==> config.mk <==
export PLATFORM = sky130hd
export DESIGN_NAME = pentary_to_binary_flat
export DESIGN_NICKNAME = d
export VERILOG_FILES = /design/src/rtl/pentary_to_binary_if.sv /design/src/rtl/pentary_to_binary.sv /design/src/flat_wrapper.sv
export SDC_FILE = /design/constraint.sdc
export NUM_CORES = 1
export LEC_CHECK = 0
export BUFFER_PORTS_ARGS = -buffer_cell sky130_fd_sc_hd__buf_2
export CAP_MARGIN = 20
export CORE_ASPECT_RATIO = 1.4
export CORE_MARGIN = 2
export CORE_UTILIZATION = 65
export DETAILED_ROUTE_END_ITERATION = 7
export HOLD_SLACK_MARGIN = 0.05
export MAX_ROUTING_LAYER = met4
export PLACE_DENSITY_LB_ADDON = 0.25
export SYNTH_ARGS = -nofsm -noshare
export SYNTH_HDL_FRONTEND = slang
export SYNTH_SLANG_ARGS = --single-unit
==> constraint.sdc <==
create_clock -name clk -period 9.1 [get_ports clk]
set_clock_uncertainty 0.05 [all_clocks]
set_input_delay 0.91 -clock clk [delete_from_list [all_inputs] [get_ports clk]]
set_output_delay 0.91 -clock clk [all_outputs]
set_load 0.01 [all_outputs]
==> src/rtl/pentary_to_binary_if.sv <==
// ---------------------------------------------------------------------------
// pentary_to_binary_if
// Handshake bundle between a pentary word producer and the pentary-to-binary
// converter.
//   in_valid/in_ready   : input word handshake (producer -> converter)
//   in_digits           : NUM_DIGITS pentary digits, 3 bits each, digit 0 in [2:0]
//   in_carry            : pentary carry digit, weight 5^NUM_DIGITS
//   out_valid/out_ready : result handshake (converter -> consumer)
//   out_data            : signed two's-complement result
//   out_err             : an illegal digit code was seen in the word
// master = producer/consumer side, slave = converter side.
// ---------------------------------------------------------------------------
interface pentary_to_binary_if #(
  parameter int NUM_DIGITS = 16,
  parameter int OUT_W      = 40
);
  logic                           in_valid;
  logic                           in_ready;
  logic [3*NUM_DIGITS-1:0]        in_digits;
  logic [2:0]                     in_carry;
  logic                           out_valid;
  logic                           out_ready;
  logic signed [OUT_W-1:0]        out_data;
  logic                           out_err;

  modport master (
    output in_valid, in_digits, in_carry, out_ready,
    input  in_ready, out_valid, out_data, out_err
  );

  modport slave (
    input  in_valid, in_digits, in_carry, out_ready,
    output in_ready, out_valid, out_data, out_err
  );
endinterface

==> src/rtl/pentary_to_binary.sv <==
// ---------------------------------------------------------------------------
// pentary_to_binary
// Converts a NUM_DIGITS-digit pentary word plus its carry digit into a signed
// two's-complement value, one digit per clock, MSB (carry) first, using
// acc = acc*5 + digit. Illegal digit codes contribute 0 and flag out_err.
// Ports:
//   clk   : clock, rising edge
//   rst_n : asynchronous active-low reset
//   bus   : pentary_to_binary_if.slave (valid/ready on input and output)
// ---------------------------------------------------------------------------
module pentary_to_binary #(
  parameter int NUM_DIGITS = 16,
  parameter int OUT_W      = 40
) (
  input  logic                  clk,
  input  logic                  rst_n,
  pentary_to_binary_if.slave    bus
);

  // Smallest signed width holding +/-(5^(nd+1)-1)/2.
  function automatic int min_out_w(input int nd);
    logic [127:0] p;
    p = 128'd1;
    for (int i = 0; i <= nd; i++) p = p * 128'd5;
    p = (p - 128'd1) / 128'd2;
    for (int w = 1; w < 128; w++)
      if ((128'd1 << (w - 1)) > p) return w;
    return 128;
  endfunction

  generate
    if (OUT_W < min_out_w(NUM_DIGITS)) begin : g_out_w_too_small
      $error("pentary_to_binary: OUT_W too small for NUM_DIGITS");
    end
  endgenerate

  localparam int            TOT_DIGITS = NUM_DIGITS + 1;
  localparam int            CNT_W      = $clog2(TOT_DIGITS);
  localparam logic [CNT_W-1:0] LAST_CNT = CNT_W'(NUM_DIGITS);

  // Encoding is offset-by-2: code - 2 gives the digit for legal codes.
  function automatic logic signed [2:0] dec_digit(input logic [2:0] code);
    if (code > 3'd4) return 3'sd0;
    return $signed(code - 3'd2);
  endfunction

  function automatic logic is_illegal(input logic [2:0] code);
    return code > 3'd4;
  endfunction

  typedef enum logic [1:0] {IDLE, CONV, DONE} state_t;

  state_t                    r_state, w_state_nxt;
  logic [3*TOT_DIGITS-1:0]   r_shift;
  logic signed [OUT_W-1:0]   r_acc;
  logic                      r_err;
  logic [CNT_W-1:0]          r_cnt;
  logic signed [OUT_W-1:0]   r_out_data;
  logic                      r_out_err;
  logic                      r_out_valid;

  logic                      w_in_ready;
  logic                      w_accept;
  logic                      w_last;
  logic                      w_release;
  logic [2:0]                w_top;
  logic signed [2:0]         w_dig;
  logic signed [OUT_W-1:0]   w_dig_ext;
  logic signed [OUT_W-1:0]   w_acc_nxt;
  logic                      w_err_nxt;

  assign w_in_ready = (r_state == IDLE) && rst_n;
  assign w_accept   = w_in_ready && bus.in_valid;
  assign w_last     = (r_state == CONV) && (r_cnt == LAST_CNT);
  assign w_release  = (r_state == DONE) && bus.out_ready;

  // Digit evaluation: carry sits in the top slot so it is consumed first.
  assign w_top      = r_shift[3*TOT_DIGITS-1 -: 3];
  assign w_dig      = dec_digit(w_top);
  assign w_dig_ext  = {{(OUT_W-3){w_dig[2]}}, w_dig};
  assign w_acc_nxt  = (r_acc <<< 2) + r_acc + w_dig_ext;
  assign w_err_nxt  = r_err | is_illegal(w_top);

  always_ff @(posedge clk or negedge rst_n) begin
    if (!rst_n) r_state <= IDLE;
    else        r_state <= w_state_nxt;
  end

  always_comb begin
    w_state_nxt = r_state;
    unique case (r_state)
      IDLE:    if (w_accept)  w_state_nxt = CONV;
      CONV:    if (w_last)    w_state_nxt = DONE;
      DONE:    if (w_release) w_state_nxt = IDLE;
      default:                w_state_nxt = IDLE;
    endcase
  end

  always_ff @(posedge clk or negedge rst_n) begin
    if (!rst_n) begin
      r_shift     <= '0;
      r_acc       <= '0;
      r_err       <= 1'b0;
      r_cnt       <= '0;
      r_out_data  <= '0;
      r_out_err   <= 1'b0;
      r_out_valid <= 1'b0;
    end else begin
      // Capture stage: inputs are only sampled here.
      if (w_accept) begin
        r_shift <= {bus.in_carry, bus.in_digits};
        r_acc   <= '0;
        r_err   <= 1'b0;
        r_cnt   <= '0;
      end else if (r_state == CONV) begin
        // Accumulate stage: one digit per clock.
        r_acc   <= w_acc_nxt;
        r_err   <= w_err_nxt;
        r_shift <= r_shift << 3;
        r_cnt   <= r_cnt + CNT_W'(1);
        if (w_last) begin
          // Result stage: held until the consumer takes it.
          r_out_data  <= w_acc_nxt;
          r_out_err   <= w_err_nxt;
          r_out_valid <= 1'b1;
        end
      end
      if (w_release) r_out_valid <= 1'b0;
    end
  end

  assign bus.in_ready  = w_in_ready;
  assign bus.out_valid = r_out_valid;
  assign bus.out_data  = r_out_data;
  assign bus.out_err   = r_out_err;

endmodule

==> src/flat_wrapper.sv <==
// flat-port wrapper written by rule: the top's interface ports become plain ports
module pentary_to_binary_flat 
#(
  parameter int NUM_DIGITS = 16,
  parameter int OUT_W      = 40
)
  (clk, rst_n, bus_in_valid, bus_in_digits, bus_in_carry, bus_out_ready, bus_in_ready, bus_out_valid, bus_out_data, bus_out_err);
  pentary_to_binary_if #(.NUM_DIGITS(NUM_DIGITS), .OUT_W(OUT_W)) bus_i ();
  input  logic clk;
  input  logic rst_n;
  input wire logic [$bits(bus_i.in_valid)-1:0] bus_in_valid;
  input wire logic [$bits(bus_i.in_digits)-1:0] bus_in_digits;
  input wire logic [$bits(bus_i.in_carry)-1:0] bus_in_carry;
  input wire logic [$bits(bus_i.out_ready)-1:0] bus_out_ready;
  output wire logic [$bits(bus_i.in_ready)-1:0] bus_in_ready;
  output wire logic [$bits(bus_i.out_valid)-1:0] bus_out_valid;
  output wire logic [$bits(bus_i.out_data)-1:0] bus_out_data;
  output wire logic [$bits(bus_i.out_err)-1:0] bus_out_err;
  assign bus_i.in_valid = bus_in_valid;
  assign bus_i.in_digits = bus_in_digits;
  assign bus_i.in_carry = bus_in_carry;
  assign bus_i.out_ready = bus_out_ready;
  assign bus_in_ready = bus_i.in_ready;
  assign bus_out_valid = bus_i.out_valid;
  assign bus_out_data = bus_i.out_data;
  assign bus_out_err = bus_i.out_err;
  pentary_to_binary #(.NUM_DIGITS(NUM_DIGITS), .OUT_W(OUT_W)) u_core (.clk(clk), .rst_n(rst_n), .bus(bus_i));
endmodule
==> key figures, run 1 <==
Timing
  – Fin. Hold Viols: 0
  – Relative slew slack: 33.3%
  – Final Slew Violations: 0
  – Fin crit share: between 40% and 50%
  – Final setup fails: 0
  – Min Clock Period, post-route: 4.23 ns
  – Fmax: 236 MHz
  – RSZ-0062 raised after global routing: false
  – Actual slew at the worst max-slew pin: roughly 1.0 ns
  – Setup TNS: 0 ns

Worst setup path
  – Crit-path max FO: between 70 and 80
  – Setup slack, reg-to-reg: 4.87 ns
  – FF-to-FF End: u_core.r_acc[33]
  – Type of origin of the critical path: flip-flop
  – Most frequent CP cell: ha_1
  – CP Capture Type: flip-flop
  – RR Startpoint: u_core.r_shift[49]
  – Reg2Reg Depth: 14
  – Worst path cell trace: nor2_4 > buf_4 > xor2_1 > ha_1 > a21o_1 > ha_1 > a21oi_1 > o211ai_1 > o2111ai_1 > nand2_1 > a211oi_4 > a211oi_1 > or3_1 > a32o_1
  – Slowest stage delay, CP: approximately 0.69 ns
  – Critical Path AT: 4.50 ns
  – CP Class: reg -> reg
  – Critical path's slowest cell: buf_4
  – Data required time of the critical path: 9.36 ns

Synth
  – EDFF count, synth: 0
  – Mux cell area share after synthesis: 1.29%
  – Netlist cell types: 73
  – Sequential fraction of the synthesis area: around 39%
  – Synth area leader: dfrtp_1
  – Post-synth ARST share: 100%
  – Simple-gate area share of the yosys netlist: 15.6%
  – Syn. warnings: 0
  – Top cells by area, synth: dfrtp_1 (39%), ha_1 (11%), nand2_1 (8.5%), xor2_1 (5.4%), a21o_1 (3.9%)
  – Ys flop type: dfrtp_1
  – Post-synthesis instance total: ~1000
  – Synth Area in XOR/XNOR: 6.91%
  – Syn nets: 1126
  – Syn Area/Cell: 9.21 sq um
  – Count leader, synth: nand2_1
  – Synth Area in Compound Gates: 23.5%
  – Yosys reg bits: 141
  – Area share of the largest cell type after synthesis: 38.7%
  – Post-Synth Adder-Cell Area: roughly 11%
  – Main combinational cell family by area after synthesis: compound AO/OA/AOI/OAI gates
  – Most frequent cells after synthesis: nand2_1 (207), dfrtp_1 (141), ha_1 (79), xor2_1 (56), o21ai_0 (49)
  – Mapped Area: roughly 9100 sq um

Placed design
  – Gpl congestion: roughly 0.96
  – Number of buffers added on ports: 97
  – Cell Area, Placed: between 9000 and 10000 sq um
  – Detailed Place HPWL: 14600 um

Clock network
  – Root Buffer: clkbuf_16
  – Hold-fix buffers at CTS: 0
  – Max H-tree Level: 4
  – Clock Tree Buf Depth: 2
  – Num CTS Buffers: 17
  – Postcts setup bufs: 0
  – Cts repair resizes: 0
  – Clock Pin Slew Worst Setup and Hold Paths: approximately 0.06 ns
  – Worst-Skew Late Latency: about 0.43 ns
  – CTS tree: built
  – CTS sink count: 141

Floorplanning
  – Initial Util: 65.9%
  – Total die area: 15000 sq um
  – Site row count: between 50 and 60
  – Core footprint: 13800 sq um
  – DIE WIDTH: 104 um
  – # IOs: 98
  – Height of the die: about 140 um

Finish
  – Post-route cell area: around 10000 sq um
  – Layout cells sized above 1: 16.9%
  – Area of the multi-input gates: 5360 sq um
  – Diode count: 0
  – # nets final: 1188
  – Fillcell total: 1040
  – Register area: 3530 sq um
  – Syn-to-layout area delta: 13.1%

GRT
  – Global Route Usage Sum: 30.7%
  – GRT Residual Overflow: 0
  – Largest net degree at the start of global routing: just over 80
  – Initial antenna violation count: 0
  – Vias in the first global route: 7508
  – First-pass GRT wire length: about 36000 um

Detailed routing
  – Wirelength per Cell: 17.1 um
  – Initial DRT Pass Iterations: 8
  – Antenna Nets Post-Route: 0
  – Final wirelength: 21400 um
  – Initial DRC Count: 387
  – Vias per cell: 6.06
  – Vias: 7581
  – DRC Markers: 0

Hold path
  – Hold Startpoint: u_core.bus.out_data[14]
  – Worst hold endpoint: u_core.bus.out_data[14]
  – Worst min path class: reg -> reg
  – Hold Path Depth: 2

Flow run
  – Max_cap viols: 0

Status
  – Status: complete, no violations
cell usage in the layout, fill, tap and decap left out, types with 6 or more instances in the layout:
cell type  instances
a21o_1            47
a21oi_1           42
a22o_1            12
a22oi_1           47
a31oi_1            6
buf_2             96
buf_4              6
clkbuf_16         17
dfrtp_1          141
ha_1              79
inv_1              9
mux2_2             6
nand2_1          206
nand2b_1           7
nand3_1           14
nand4_1           11
nor2_1            30
nor2b_1            7
nor3_1            10
o211ai_1           6
o21a_1            12
o21ai_0           49
o21ai_1            6
o22ai_1           17
xnor2_1           16
xor2_1            56
worst max-delay path by stage:
stage                             startpoint                 endpoint  slack, ns  depth (start not counted)
after floorplan           u_core.r_shift[49]  u_core.bus.out_data[34]       5.29                         16
after global placement    u_core.r_shift[49]         u_core.r_acc[23]       5.09                         13
after detailed placement  u_core.r_shift[49]         u_core.r_acc[33]       4.95                         14
after CTS                 u_core.r_shift[49]         u_core.r_acc[33]       4.94                         14
after global routing      u_core.r_shift[50]         u_core.r_acc[33]       4.61                         14
final                     u_core.r_shift[49]         u_core.r_acc[33]       4.87                         14
logic make-up (layout without fill, tap and decap cells):
group / after synthesis / count (layout)
AND/OR/NAND/NOR: 321 / 321
adder cells (fa/ha/maj): 80 / 80
XOR/XNOR: 72 / 72
multiplexers: 11 / 11
AO/OA/AOI/OAI: 296 / 296
flip-flops: 141 / 141
buffers and inverters: 70 / 145
routing by layer:
layer,up-vias,share of wire [%],track usage [%]
li1,3680,-,-
met1,3646,41,35.0
met2,213,52,54.3
met3,42,4.0,4.91
met4,0,2.2,12.0
met5,-,0,-
through the flow:
stage / instances / worst slack, ns / hold WS (ns) / util, %
2_1_floorplan: 991 / 5.29 / 0.396 / -
3_3_place_gp: 1218 / 5.09 / 0.402 / 70.0
3_5_place_dp: 1218 / 4.95 / 0.408 / 70.0
4_1_cts: 1250 / 4.94 / 0.423 / 74.4
5_1_grt: 1251 / 4.61 / 0.447 / 74.6
6_report: 1251 / 4.87 / 0.418 / 74.6
critical path: cells and delay by family, from the launching register on:
family | cells | cell delay (ns)
AOI/OAI and AO/OA | 7 | 1.55
buffers and inverters | 1 | 0.69
and+or+nand+nor | 3 | 0.60
adders and majority gates | 2 | 0.59
DFF | 1 | 0.43
xor gates and xnor gates | 1 | 0.16
flip-flops by register name, indices dropped and copies added, names as in the netlist:
register / flops
u_core.r_state: 2
u_core.r_err: 1
u_core.bus.out_data: 40
u_core.r_cnt: 5
u_core.bus.out_valid: 1
u_core.r_shift: 51
u_core.r_acc: 40
u_core.bus.out_err: 1
cell type report:
cell class	count	area share (%)
Clock inverter	13	1.59
Multi-Input combinational cell	780	51.9
Sequential cell	141	34.2
Tap cell	185	2.24
Inverter	9	0.327
Timing Repair Buffer	104	5.47
Clock buffer	19	4.29
Power of run 1 is not shown: default switching activity piles up to over one toggle a cycle in this logic, so the estimate is an artifact.
==> run 2, diff against run 1 <==
--- a/config.mk
+++ b/config.mk
@@ -5,11 +5,12 @@
 export SDC_FILE = /design/constraint.sdc
 export NUM_CORES = 1
 export LEC_CHECK = 0
+export ABC_AREA = 1
 export BUFFER_PORTS_ARGS = -buffer_cell sky130_fd_sc_hd__buf_2
 export CAP_MARGIN = 20
 export CORE_ASPECT_RATIO = 1.4
 export CORE_MARGIN = 2
-export CORE_UTILIZATION = 65
+export CORE_UTILIZATION = 54
 export DETAILED_ROUTE_END_ITERATION = 7
 export HOLD_SLACK_MARGIN = 0.05
 export MAX_ROUTING_LAYER = met4
==> constraint.sdc (replaced) <==
create_clock -name clk -period 3.6 [get_ports clk]
set_clock_uncertainty 0.05 [all_clocks]
set_input_delay 0.36 -clock clk [delete_from_list [all_inputs] [get_ports clk]]
set_output_delay 0.36 -clock clk [all_outputs]
set_load 0.01 [all_outputs]
==> key figures, run 2 <==
Synth
  – Sequential fraction of the synthesis area: 36.8%
  – Post-synth ARST share: 100%
  – Count leader, synth: nand2_1
  – Most frequent cells after synthesis: nand2_1 (407), inv_1 (188), dfrtp_1 (141), ha_1 (79), nor2_1 (73)
  – Netlist cell types: 35
  – Mapped Area: 9590 sq um
  – EDFF count, synth: 0
  – Syn Area/Cell: 7.49 sq um
  – Synth area leader: dfrtp_1
  – Syn nets: 1416
  – Syn. warnings: 0
  – Yosys reg bits: 141
  – Top cells by area, synth: dfrtp_1 (37%), nand2_1 (16%), ha_1 (10%), inv_1 (7.4%), xor2_1 (4.0%)
  – Ys flop type: dfrtp_1
  – Post-synthesis instance total: roughly 1300
  – Area share of the largest cell type after synthesis: 36.8%

Timing
  – Actual slew at the worst max-slew pin: 0.844 ns
  – Final Slew Violations: 0
  – Fin crit share: 90.6%
  – Setup TNS: 0 ns
  – Fin. Hold Viols: 0
  – RSZ-0062 raised after global routing: false
  – Fmax: 306 MHz
  – Final setup fails: 0
  – Min Clock Period, post-route: 3.26 ns
  – Relative slew slack: 43.7%

Clock network
  – Num CTS Buffers: 17
  – Root Buffer: clkbuf_16
  – Postcts setup bufs: 0
  – CTS tree: built
  – Worst-Skew Late Latency: 0.43 ns
  – Max H-tree Level: 4
  – Clock Tree Buf Depth: 2
  – Clock Pin Slew Worst Setup and Hold Paths: 0.07 ns
  – CTS sink count: 141

Worst setup path
  – Crit-path max FO: 3
  – Type of origin of the critical path: flip-flop
  – Critical Path AT: 3.53 ns
  – CP Capture Type: flip-flop
  – CP Class: reg -> reg
  – Data required time of the critical path: a little under 4 ns

Placed design
  – Detailed Place HPWL: 19500 um
  – Gpl congestion: 0.973
  – Number of buffers added on ports: 97

Finish
  – Fillcell total: ~1700
  – Most frequent cells in the layout: nand2_1 (407), inv_1 (188), dfrtp_1 (141), buf_2 (96), ha_1 (79)
  – Syn-to-layout area delta: 14.2%
  – Largest register FFs: 51
  – Layout cells sized above 1: 11.9%
  – Register with the most flip-flops: u_core.r_shift
  – Commonest non-fill, non-tap cell in the layout: nand2_1
  – # nets final: 1504

Detailed routing
  – Top layer reached by signal wires: met4
  – Initial DRC Count: 509
  – Vias per cell: 5.34
  – Antenna Nets Post-Route: 0
  – Met1 wire length: 10700 um
  – DRC Markers: 0
  – Vias: 8645
  – Initial DRT Pass Iterations: 5
  – Wirelength per Cell: ~16 um
  – Final wirelength: 26400 um
  – DR WL met3: 925 um
  – DR WL met2: 13700 um

Floorplanning
  – Site row count: 57
  – DIE WIDTH: 117 um
  – Total die area: 18900 sq um
  – Core footprint: about 17000 sq um
  – Height of the die: 162 um
  – # IOs: a little under 100
  – Initial Util: 55.1%

GRT
  – Global Route Usage Sum: 30.1%
  – Vias in the first global route: 8614
  – GRT Residual Overflow: 0
  – Largest net degree at the start of global routing: 66
  – Initial antenna violation count: 1
  – First-pass GRT wire length: roughly 43000 um

Status
  – Status: complete, no violations

Hold path
  – Worst min path class: in -> reg

Flow run
  – Max_cap viols: 0
## run 2: cell families after synthesis
group	synth area share [%]
simple gates	25.4
fa+ha+maj	10.5
compound gates	12.5
buf+inv	9.64
xor+xnor	5.21
flops	36.8
## run 2: area by class of cell
type	count	area [sq um]	area share, %
clock buffer	19	443	4.04
multi-input combinational	908	5140	47.0
tap	236	295	2.70
timing repair buffer	109	617	5.63
inverter	192	721	6.58
antenna	1	2.50	0.0228
clock inverter	13	203	1.85
sequential	141	3530	32.2
## run 2: routing by layer
| metal | vias to the layer above | track usage, % |
|---|---|---|
| li1 | 4286 | - |
| met3 | 62 | 4.37 |
| met5 | - | - |
| met1 | 4078 | 34.6 |
| met4 | 0 | 13.8 |
| met2 | 219 | 51.6 |
## run 2: worst paths after layout
check,depth (start not counted),slack [ns],to,startpoint
min in group asynchronous,2,0.36,u_core.r_acc[33],rst_n
min reg2reg,2,0.43,u_core.bus.out_data[29],u_core.bus.out_data[29]
max reg2reg,19,0.34,u_core.r_acc[33],u_core.r_shift[49]
min,3,0.09,u_core.r_shift[12],bus_in_digits[12]
max,19,0.34,u_core.r_acc[33],u_core.r_shift[49]
max in group asynchronous,3,1.97,u_core.r_err,rst_n
## run 2: metrics by stage
stage	util, %	worst slack, ns	hold WS [ns]	cells	cell area [sq um]
2_1_floorplan	-	0.798	0.0144	1281	9590
3_3_place_gp	59.0	0.402	0.247	1584	10300
3_5_place_dp	59.0	0.376	0.250	1584	10300
4_1_cts	62.8	0.378	0.0757	1617	10900
5_1_grt	62.9	0.116	0.0876	1619	11000
6_report	62.9	0.337	0.0853	1619	11000
## run 2: repair_timing
action,CTS,global route
resized for setup,0,0
hold buffers,1,0
hold endpoints to repair,37,0
## run 2: worst max-delay path, cell delays in order (launching register included)
cell and delay, ns:
dfrtp_1 0.42, inv_1 0.07, a21oi_1 0.27, nor2_1 0.08
ha_1 0.29, ha_1 0.21, inv_1 0.11, fa_1 0.42
inv_1 0.13, nand3_1 0.08, nand2_1 0.15, nand2_1 0.07
nand2_1 0.16, nand3b_1 0.12, nand2_2 0.11, nand2_1 0.11
nand2_1 0.08, nand2_1 0.07, nand3_1 0.10, nand2_1 0.06
Power of run 2 is left out for the same reason.
==> run 3, diff against run 2 <==
--- a/config.mk
+++ b/config.mk
@@ -10,7 +10,7 @@
 export CAP_MARGIN = 20
 export CORE_ASPECT_RATIO = 1.4
 export CORE_MARGIN = 2
-export CORE_UTILIZATION = 54
+export CORE_UTILIZATION = 30
 export DETAILED_ROUTE_END_ITERATION = 7
 export HOLD_SLACK_MARGIN = 0.05
 export MAX_ROUTING_LAYER = met4
==> constraint.sdc (replaced) <==
create_clock -name clk -period 3 [get_ports clk]
set_clock_uncertainty 0.05 [all_clocks]
set_input_delay 0.3 -clock clk [delete_from_list [all_inputs] [get_ports clk]]
set_output_delay 0.3 -clock clk [all_outputs]
set_load 0.01 [all_outputs]
==> key figures, run 3 (synthesis gave the netlist of run 2 again) <==
Floorplanning
  – Total die area: 33400 sq um
  – Site row count: just under 80
  – Initial Util: 30.4%
  – Core footprint: 31500 sq um
  – DIE WIDTH: 155 um
  – # IOs: 98
  – Height of the die: 216 um

Timing
  – Fmax: 340 MHz
  – Final setup fails: 0
  – RSZ-0062 raised after global routing: true
  – Relative slew slack: 48.8%
  – Fin crit share: a little over nine tenths
  – Min Clock Period, post-route: 2.94 ns
  – Final Slew Violations: 0
  – Hold WS: 0.0766 ns
  – Fin. Hold Viols: 0
  – Actual slew at the worst max-slew pin: 0.768 ns

Detailed routing
  – Antenna Nets Post-Route: 0
  – Initial DRC Count: 352
  – DRC Markers: 0
  – Vias per cell: between 4 and 5
  – Initial DRT Pass Iterations: 5
  – Final wirelength: 29200 um
  – Vias: 8974
  – Wirelength per Cell: 15.4 um

Finish
  – Post-route cell area: roughly 13000 sq um
  – Diode count: 0
  – Commonest non-fill, non-tap cell in the layout: nand2_1
  – Register area: between 3000 and 4000 sq um
  – Final design utilization: 40.3%
  – Syn-to-layout area delta: 32.5%
  – Register with the most flip-flops: u_core.r_shift
  – Layout cells sized above 1: 23.0%
  – Area of the multi-input gates: 5760 sq um
  – Final Non-Filler Cells: 1894
  – Most frequent cells in the layout: nand2_1 (380), inv_1 (186), dfrtp_1 (140), buf_2 (96), buf_4 (74)
  – # nets final: 1621
  – Largest register FFs: 51
  – Fillcell total: 3138

Worst setup path
  – Data required time of the critical path: about 3.3 ns
  – CP Class: reg -> reg
  – RR Startpoint: u_core.r_shift[49]
  – Type of origin of the critical path: flip-flop
  – FF-to-FF End: u_core.bus.out_data[20]
  – Setup slack, reg-to-reg: 0.06 ns
  – Reg2Reg Depth: 16
  – Slowest stage delay, CP: ~0.43 ns
  – CP Capture Type: flip-flop
  – Most frequent CP cell: nand2_1
  – Worst path cell trace: nor2_4 > buf_12 > xor2_1 > ha_1 > ha_1 > buf_4 > nand2_4 > inv_1 > nand2_1 > nand2_1 > a21oi_2 > nand3_4 > buf_4 > xor2_2 > nand2_1 > nand2_1
  – Critical path origin: u_core.r_shift[49]
  – Critical Path AT: ~3.2 ns
  – Crit-path max FO: 13
  – Critical path's slowest cell: dfrtp_2

GRT
  – Largest net degree at the start of global routing: between 60 and 70
  – GRT Residual Overflow: 0
  – First-pass GRT wire length: 47500 um
  – Global Route Usage Sum: 18.6%
  – Vias in the first global route: 9492
  – Initial antenna violation count: 0

Clock network
  – CTS tree: built
  – Clock Pin Slew Worst Setup and Hold Paths: 0.06 ns
  – Num CTS Buffers: 17
  – Worst-Skew Late Latency: approximately 0.44 ns
  – Root Buffer: clkbuf_16
  – Max H-tree Level: 4
  – Clock Tree Buf Depth: 2
  – CTS sink count: roughly 140

Hold path
  – Worst hold endpoint: u_core.r_shift[39]
  – Worst min path class: in -> reg
  – Hold Startpoint: bus_in_digits[39]
  – Hold Path Depth: 3

Placed design
  – Placed Cells incl. Taps: 1807
  – Number of buffers added on ports: just under 100
  – Cell Area, Placed: around 11000 sq um
  – Gpl congestion: 0.966
  – Detailed Place HPWL: 21600 um

Status
  – Status: complete, no violations

Flow run
  – Max_cap viols: 0
==> run 3: cell types whose count changed in the layout (fill, tap and decap cells not counted), moves of 25 or more <==
| cell | delta |
|---|---|
| buf_4 | +65 |
| dlygate4sd3_1 | +50 |
| nand2_1 | -27 |
| nand2_2 | +26 |
| ha_1 | -25 |
==> run 3: how the worst max path moves through the flow <==
stage                              end  slack, ns  cells after the start
2_1_floorplan         u_core.r_acc[33]       0.20                     19
3_3_place_gp          u_core.r_acc[38]      -0.07                     17
3_5_place_dp          u_core.r_acc[38]      -0.09                     17
4_1_cts        u_core.bus.out_data[37]      0.007                     15
5_1_grt        u_core.bus.out_data[33]      -0.12                     20
6_report       u_core.bus.out_data[20]       0.06                     16
==> run 3: cell type report <==
class                   instances  area share [%]
repair buffers                226            12.9
well taps                     395            3.89
clock buffers                  19            3.56
inverters                     192            5.67
flip-flops and latches        141            27.8
clock inverters                13           0.886
multi-input cells             908            45.3
==> run 3: worst max-delay path, delay by kind of cell (launching register included) <==
kind / cells / cell delay, ns
XOR/XNOR: 2 / 0.35
buffers and inverters: 4 / 0.55
AO/OA/AOI/OAI: 1 / 0.18
flip-flops: 1 / 0.43
AND/OR/NAND/NOR: 7 / 0.69
adder cells (fa/ha/maj): 2 / 0.58
==> run 3: per-stage QoR <==
stage	worst slack, ns	TNS, ns
5_1_grt	-0.123	-2.54
4_1_cts	0.00729	0
6_report	0.0602	0
2_1_floorplan	0.198	0
3_3_place_gp	-0.0669	-0.261
3_5_place_dp	-0.0881	-0.391
==> run 3: metal layers <==
layer  up-vias  track usage (%)  share of wire, %
met5         -                -                 0
met4         0             6.76               2.6
met3        47             3.03               2.9
met2       168             33.7                53
met1      4238             20.3                42
li1       4521                -                 -
==> run 3: repair_timing <==
item                       4_1_cts  5_1_grt
hold endpoints to repair       140        0
pin swaps                        1       14
hold buffers                    51        0
buffers inserted                 3        1
setup endpoints to repair       13       56
resized for setup                5      126
Power of run 3 is left out for the same reason.
